## src/rtl/vga_sprite_bounce.sv

```systemverilog
// Bouncing sprite stage: moves a W x H ROM sprite once per frame, renders it.
// Optional colour-key transparency enabled by VGA_SPRITE_TRANSPARENT_EN.
module vga_sprite_bounce #(
    parameter int HBP      = 144,
    parameter int VBP      = 31,
    parameter int H_ACTIVE = 640,
    parameter int V_ACTIVE = 480,
    parameter int W        = 240,
    parameter int H        = 160,
    parameter int ADDR_W   = 16,
    parameter int CW       = 4,
    parameter int ROM_LAT  = 1,
    parameter int DX       = 1,
    parameter int DY       = 1,
    parameter int X0       = 0,
    parameter int Y0       = 0,
    parameter logic [3*CW-1:0] BG = '0
`ifdef VGA_SPRITE_TRANSPARENT_EN
    ,
    parameter logic [3*CW-1:0] KEY = (3*CW)'(12'h0F0)
`endif
) (
    input  logic              clk,
    input  logic              clr,
    input  logic              vidon,
    input  logic [10:0]       hc,
    input  logic [10:0]       vc,
    input  logic              pause,
    input  logic [3*CW-1:0]   rom_data,
    output logic [ADDR_W-1:0] rom_addr,
    output logic [9:0]        pos_x,
    output logic [9:0]        pos_y,
    output logic [CW-1:0]     red,
    output logic [CW-1:0]     green,
    output logic [CW-1:0]     blue
);

    localparam logic [10:0] XMAX   = 11'(H_ACTIVE - W);
    localparam logic [10:0] YMAX   = 11'(V_ACTIVE - H);
    localparam logic [10:0] STEP_X = 11'(DX);
    localparam logic [10:0] STEP_Y = 11'(DY);

    generate
        if (W > H_ACTIVE || H > V_ACTIVE) begin : g_bad_size
            $error("vga_sprite_bounce: sprite larger than visible area");
        end
        if (ROM_LAT < 1 || ROM_LAT > 3) begin : g_bad_lat
            $error("vga_sprite_bounce: ROM_LAT must be 1..3");
        end
        if (W * H > (1 << ADDR_W)) begin : g_bad_addr
            $error("vga_sprite_bounce: W*H exceeds ROM address space");
        end
    endgenerate

    logic [9:0]          r_pos_x, r_pos_y;
    logic                r_dir_x, r_dir_y;
    logic [ROM_LAT-1:0]  r_spr_d, r_vid_d;
    logic [3*CW-1:0]     r_rgb;

    logic [10:0]         w_x_lo, w_x_hi, w_y_lo, w_y_hi;
    logic [10:0]         w_xpix, w_ypix;
    logic                w_spr_on, w_tick, w_opaque;
    logic [ADDR_W-1:0]   w_addr;
    logic [10:0]         w_sum_x, w_sum_y;
    logic [9:0]          w_nx, w_ny;
    logic                w_ndx, w_ndy;

    // Sprite window in counter coordinates; all sums fit in 11 bits
    assign w_x_lo   = 11'(HBP) + {1'b0, r_pos_x};
    assign w_x_hi   = w_x_lo + 11'(W);
    assign w_y_lo   = 11'(VBP) + {1'b0, r_pos_y};
    assign w_y_hi   = w_y_lo + 11'(H);
    assign w_spr_on = (hc >= w_x_lo) && (hc < w_x_hi) &&
                      (vc >= w_y_lo) && (vc < w_y_hi);

    assign w_xpix   = hc - w_x_lo;
    assign w_ypix   = vc - w_y_lo;
    assign w_addr   = ADDR_W'(w_ypix) * ADDR_W'(W) + ADDR_W'(w_xpix);
    assign rom_addr = w_spr_on ? w_addr : '0;

    assign w_tick   = (hc == 11'd0) && (vc == 11'(VBP + V_ACTIVE));

`ifdef VGA_SPRITE_TRANSPARENT_EN
    assign w_opaque = (rom_data != KEY);
`else
    assign w_opaque = 1'b1;
`endif

    always_comb begin
        w_nx    = r_pos_x;
        w_ny    = r_pos_y;
        w_ndx   = r_dir_x;
        w_ndy   = r_dir_y;
        w_sum_x = {1'b0, r_pos_x} + STEP_X;
        w_sum_y = {1'b0, r_pos_y} + STEP_Y;
        if (r_dir_x) begin
            if (w_sum_x >= XMAX) begin
                w_nx  = XMAX[9:0];
                w_ndx = 1'b0;
            end else begin
                w_nx  = w_sum_x[9:0];
            end
        end else if ({1'b0, r_pos_x} <= STEP_X) begin
            w_nx  = '0;
            w_ndx = 1'b1;
        end else begin
            w_nx  = r_pos_x - STEP_X[9:0];
        end
        if (r_dir_y) begin
            if (w_sum_y >= YMAX) begin
                w_ny  = YMAX[9:0];
                w_ndy = 1'b0;
            end else begin
                w_ny  = w_sum_y[9:0];
            end
        end else if ({1'b0, r_pos_y} <= STEP_Y) begin
            w_ny  = '0;
            w_ndy = 1'b1;
        end else begin
            w_ny  = r_pos_y - STEP_Y[9:0];
        end
    end

    always_ff @(posedge clk or posedge clr) begin
        if (clr) begin
            r_pos_x <= 10'(X0);
            r_pos_y <= 10'(Y0);
            r_dir_x <= 1'b1;
            r_dir_y <= 1'b1;
        end else if (w_tick && !pause) begin
            r_pos_x <= w_nx;
            r_pos_y <= w_ny;
            r_dir_x <= w_ndx;
            r_dir_y <= w_ndy;
        end
    end

    // Region/blanking flags travel alongside the ROM read
    always_ff @(posedge clk or posedge clr) begin
        if (clr) begin
            r_spr_d <= '0;
            r_vid_d <= '0;
        end else begin
            r_spr_d[0] <= w_spr_on;
            r_vid_d[0] <= vidon;
            for (int i = 1; i < ROM_LAT; i++) begin
                r_spr_d[i] <= r_spr_d[i-1];
                r_vid_d[i] <= r_vid_d[i-1];
            end
        end
    end

    always_ff @(posedge clk or posedge clr) begin
        if (clr) begin
            r_rgb <= '0;
        end else if (r_vid_d[ROM_LAT-1] && r_spr_d[ROM_LAT-1] && w_opaque) begin
            r_rgb <= rom_data;
        end else if (r_vid_d[ROM_LAT-1]) begin
            r_rgb <= BG;
        end else begin
            r_rgb <= '0;
        end
    end

    assign pos_x = r_pos_x;
    assign pos_y = r_pos_y;
    assign red   = r_rgb[3*CW-1:2*CW];
    assign green = r_rgb[2*CW-1:CW];
    assign blue  = r_rgb[CW-1:0];

endmodule

```

## config.mk

```make
export PLATFORM = sky130hd
export DESIGN_NAME = vga_sprite_bounce
export DESIGN_NICKNAME = d
export VERILOG_FILES = /design/src/rtl/vga_sprite_bounce.sv
export SDC_FILE = /design/constraint.sdc
export NUM_CORES = 1
export LEC_CHECK = 0
export BUFFER_PORTS_ARGS = -buffer_cell sky130_fd_sc_hd__buf_2
export CORE_MARGIN = 2
export CORE_UTILIZATION = 50
export CTS_BUF_LIST = sky130_fd_sc_hd__clkbuf_4 sky130_fd_sc_hd__clkbuf_8 sky130_fd_sc_hd__clkbuf_16
export DETAILED_ROUTE_END_ITERATION = 7
export GPL_TIMING_DRIVEN = 0
export PLACE_DENSITY = 0.74
export SYNTH_ARGS = -nofsm -noshare
export SYNTH_HDL_FRONTEND = slang
export SYNTH_SLANG_ARGS = --single-unit
```

## constraint.sdc

```tcl
create_clock -name clk -period 12.8 [get_ports clk]
set_input_delay 3.84 -clock clk [delete_from_list [all_inputs] [get_ports clk]]
set_output_delay 3.84 -clock clk [all_outputs]
set_load 0.1 [all_outputs]
```

* After elaboration in Yosys (flattened, before gate mapping)
Index checks and enable logic that the tools add are counted.
** Word-level totals
- Flip-flop bits (word level) :: 36
- Word-level logic and storage cells :: 50
- Input port bits :: 38
** Operators by class
- $add $sub $neg :: 11
- Magnitude comparators :: 8
- Mux-type cells :: 14
- Reductions and logical operators :: 8
- Multiply operators :: 1
- Eq/ne operators :: 1
** Operator list (number)
- $mux 10 :: 6
- $add 10x1->11 const B :: 2
- $add 11x8->11 const B :: 2
- $ge 11x11->1 :: 2
- $ge 11x9->1 const B :: 2
- $lt 11x11->1 :: 2
- $sub 11x11->11 :: 2
- $le 10x1->1 const B :: 2
- $sub 10x1->10 const B :: 2
- $add 16x11->16 :: 1
- $mux 16 :: 1
- $mul 11x4->12 const B :: 1
- $mux 12 :: 1
- $add 5x10->11 const A :: 1
- $add 8x10->11 const A :: 1
- $eq 11x9->1 const B :: 1
- $logic_not 11->1 :: 1
- $logic_and 1x1->1 :: 6
- $mux 1 :: 6
- $logic_not 1->1 :: 1

* Depth between registers and ports, before layout
- Depth after elaboration :: 7
- Mapped depth :: 25

* Least setup slack after synthesis
Ideal clock, no wire load.
- Path type :: input to output
- Start point :: input vc[0]
- End point :: output rom_addr[15]
- Arrival time :: 9.666 ns
- Slack :: -0.706 ns
- Stages on the path :: 23
- Required time :: 8.960 ns
- Buffers on the path :: 0
- Path through :: inv_1 -> ha_1 -> fa_1 -> nor2b_1 -> o21ai_0 -> nor2b_1 -> xnor2_1 -> xnor2_1 -> xnor2_1 -> fa_1 -> inv_1 -> ha_1 -> o21a_1 -> o31a_1 -> a21oi_1 -> ha_1 -> o21a_1 -> o2bb2ai_1 -> or4_4 -> o31a_1 -> a211oi_2 -> xnor3_1 -> nor2_1
** On the way
- Word-level cells in the longest chain between the ends :: 4
- Elaborated cells on any way between the ends :: 8
** RTL lines
- from (decl) :: RTL line 27 : input logic [10:0] vc,
- $sub 11x11->11 / $ge 11x11->1 (equally long branches) :: RTL line 77, 74
- $mul 11x4->12 / $logic_and 1x1->1 (equally long branches) :: RTL line 78, 73
- $add 16x11->16 / $logic_and 1x1->1 (equally long branches) :: RTL line 78, 74
- $mux 16 (*) :: RTL line 79 : assign rom_addr = w_spr_on ? w_addr : '0;
- to (decl) :: RTL line 30 : output logic [ADDR_W-1:0] rom_addr,
Mark *: on every way between the ends. The rest lies on a longest branch, timed or not.

* Worst setup path after layout
- Start point :: input vc[2]
- End point :: output rom_addr[15]
The elaborated chain is that of the path after synthesis.

==> run summary <==
outcome - completed
Ant. Diodes - 0
CTS buffer count - 5
worst hold stages - 1
largest net degree at the start of global routing - 23
# port buffers - 85
flop2flop setup slack - 8.41 ns
Leak - 2.97 nW
post-synthesis cell type count - 63
Clock Sink Count - 36
clock period minus worst slack - 12.68 ns
commonest cells after routing, fill and taps aside - buf_2, inv_1, ha_1
worst-path fanout max - 5
DRC viols - 0
syn_nets - 787
CTS HTree Levels - 2
Total Wirelength - 14300 um
drt via density - 5.81
vias - 5280
die span in x - 106 um
worst slew pin tran - 0.687 ns
HPWL Detailed - 11300 um
Max Clk Rate - 78.8 MHz
hold crit path type - register to register
Max rail drop VDD - 0.000131 V
root buf cell - clkbuf_8
Post-synth EDFFs - 0
Yosys warning total - 0
max-slew violations - 0
relative slew slack - 54.2%
first-pass GRT wire length - 22900 um
Crit. End Element - output pin
clock latency on the worst-skew pair - 0.31 ns
pwr dens - 112 nW/um2
vias in the first global route - 4918
Power Total - 0.690 mW
worst hold margin - 0.543 ns
r2r startpoint - pos_y[0]
max-cap viol count - 0
Core Rows - 37
crit path DAT - 8.84 ns
GRT overflow - 0
Primary FF master, synth - dfrtp_1
Clock transition at path regs - 0.07 ns
Hold EP - r_rgb[11]
register area share after synthesis - 17.3%
switching share of power - 45.4%
clk buf depth - 2
worst reg2reg path endpoint - r_spr_d
synthesized area - 5210 um2
fraction of layout cells with a size suffix above 1 - 18.1%
initial core utilization - 50.9%
Setup Crit Path Kind - input port to output pin
Avg Synthesized Cell Area - 7.76 um2
clk_skew - 0.0143 ns
hold path start - r_vid_d
DRT iter0 DRCs - 404
First-pass DRT Iterations - 8
Setup violations, final - 0
CORE AREA - 10200 um2
Total GRT Usage - 25.0%
Post-synth ARST share - 100%
CP Launch Type - input port
post-synthesis register bit count - 36
slowest CP cell - or4_4
TritonCTS clock tree - done
crit path cell chain - buf_2, ha_1, o21a_1, o21a_1, nor2_2, fa_1, inv_1, fa_1, inv_1, ha_4, nor2b_1, o31a_1, buf_4, o311a_1, or4_4, o31a_1, a211oi_2, xnor3_1, nor2_4, buf_12
final hold violations - 0
final worst setup slack - 0.116 ns
die area - 11300 um2
IO Pins - 86
synthesized instance count - 671
final period utilization - 99.1%
Clk pwr share - 12.6%
Final nets - 887
GP Congestion - 0.942
combinational share of power - 70.8%
CP bufs+invs - 5
Worst Reg-to-Reg Cells - 16
pre-CTS setup slack - -0.522 ns
Top delay family on crit path - adder cells
Layout area overhead - 17.8%
initial antenna violation count - 0
most common cell after layout, fill and taps aside - buf_2
Worst path max stage delay - 0.56 ns
die extent in y - 106 um
fin util - 60.0%
Req. time, crit path - 8.96 ns
sequential share of power - 16.6%
WL/cell - 15.7 um
Net Switching - 0.313 mW
P_int - 0.377 mW
Post-DRT Antenna Nets - 0
## how the worst max path moves through the flow
stage / from / end / slack, ns / cells after the start
floorplan: vc[0] / rom_addr[15] / 0.02 / 23
global placement: vc[0] / rom_addr[15] / -0.51 / 25
detailed placement: vc[0] / rom_addr[15] / -0.52 / 25
CTS: vc[0] / rom_addr[15] / 0.008 / 23
global route: vc[2] / rom_addr[15] / -0.07 / 22
finish: vc[2] / rom_addr[15] / 0.12 / 20
## per-stage QoR
| step | TNS [ns] | std cells | area [um2] |
|---|---|---|---|
| after CTS | 0 | 906 | 6010 |
| after global placement | -0.511 | 892 | 5820 |
| after global routing | -0.0699 | 908 | 6140 |
| final | 0 | 908 | 6140 |
| after detailed placement | -0.522 | 893 | 5840 |
| after floorplan | 0 | 671 | 5220 |
## state kept, by name, indices dropped and copies added, names as in the netlist
signal and count:
r_rgb 12, pos_x 10, pos_y 10, r_dir_x 1, r_dir_y 1, r_spr_d 1
r_vid_d 1
## Yosys cell counts, types with 3 or more instances
master | instances | share of area (%)
nand4_1 | 7 | 0.84
and2_1 | 4 | 0.48
mux2i_1 | 3 | 0.58
o21a_1 | 8 | 1.2
nand2_1 | 38 | 2.7
and3_1 | 21 | 2.5
nand4b_1 | 3 | 0.50
nor2_1 | 58 | 4.2
or2_2 | 9 | 1.1
o31ai_1 | 4 | 0.58
inv_1 | 75 | 5.4
nor3_1 | 19 | 1.8
xor2_1 | 15 | 2.5
nor4_1 | 12 | 1.4
o22ai_1 | 11 | 1.3
ha_1 | 63 | 15
o21bai_1 | 6 | 0.86
nand2b_1 | 3 | 0.36
a21oi_1 | 43 | 4.1
o221ai_1 | 4 | 0.67
nand3_1 | 18 | 1.7
xnor2_1 | 45 | 7.6
a21o_1 | 14 | 2.0
o31a_1 | 4 | 0.67
nor2b_1 | 9 | 1.1
fa_1 | 15 | 5.8
o21ai_0 | 48 | 4.6
clkbuf_1 | 28 | 2.0
dfrtp_1 | 34 | 16
a41oi_1 | 3 | 0.50
or3_1 | 3 | 0.36
a22oi_1 | 3 | 0.43
## layer usage
layer	vias to the layer above	wire length, um	GRT usage (%)
met2	229	6950	43.1
li1	2549	-	-
met4	0	507	11.3
met5	-	0	0
met3	43	823	2.45
met1	2459	5980	31.5
## power by group through the flow
stage | sequential [mW] | clock, mW | combinational [mW]
2_1_floorplan | 0.120 | 0 | 0.378
3_3_place_gp | 0.117 | 0 | 0.442
3_5_place_dp | 0.117 | 0 | 0.454
4_1_cts | 0.115 | 0.0883 | 0.459
5_1_grt | 0.115 | 0.0939 | 0.540
6_report | 0.115 | 0.0870 | 0.488
## logic make-up after synthesis
family                   count (synthesis)  share of synthesized area (%)
buffers and inverters                  105                           7.73
AND/OR/NAND/NOR                        216                           21.5
AO/OA/AOI/OAI                          169                           20.7
flip-flops                              36                           17.3
multiplexers                             4                          0.793
adder cells (fa/ha/maj)                 79                           21.1
XOR/XNOR                                62                           10.8
## repair_timing
| item | CTS | global route |
|---|---|---|
| setup buffers | 5 | 2 |
| hold buffers | 0 | 0 |
| resized for setup | 7 | 18 |
| pin swaps | 4 | 9 |
| setup endpoints to repair | 1 | 1 |
## cell type report
cell class	count	area, um2
Clock buffer	7	83.8
Sequential cell	36	903
Inverter	75	282
Clock inverter	1	8.76
Timing Repair Buffer	93	520
Multi-Input combinational cell	530	4050
Buffer	30	121
Fill cell	942	4100
Tap cell	136	170
Note: power is estimated with default switching activity, not from simulation.
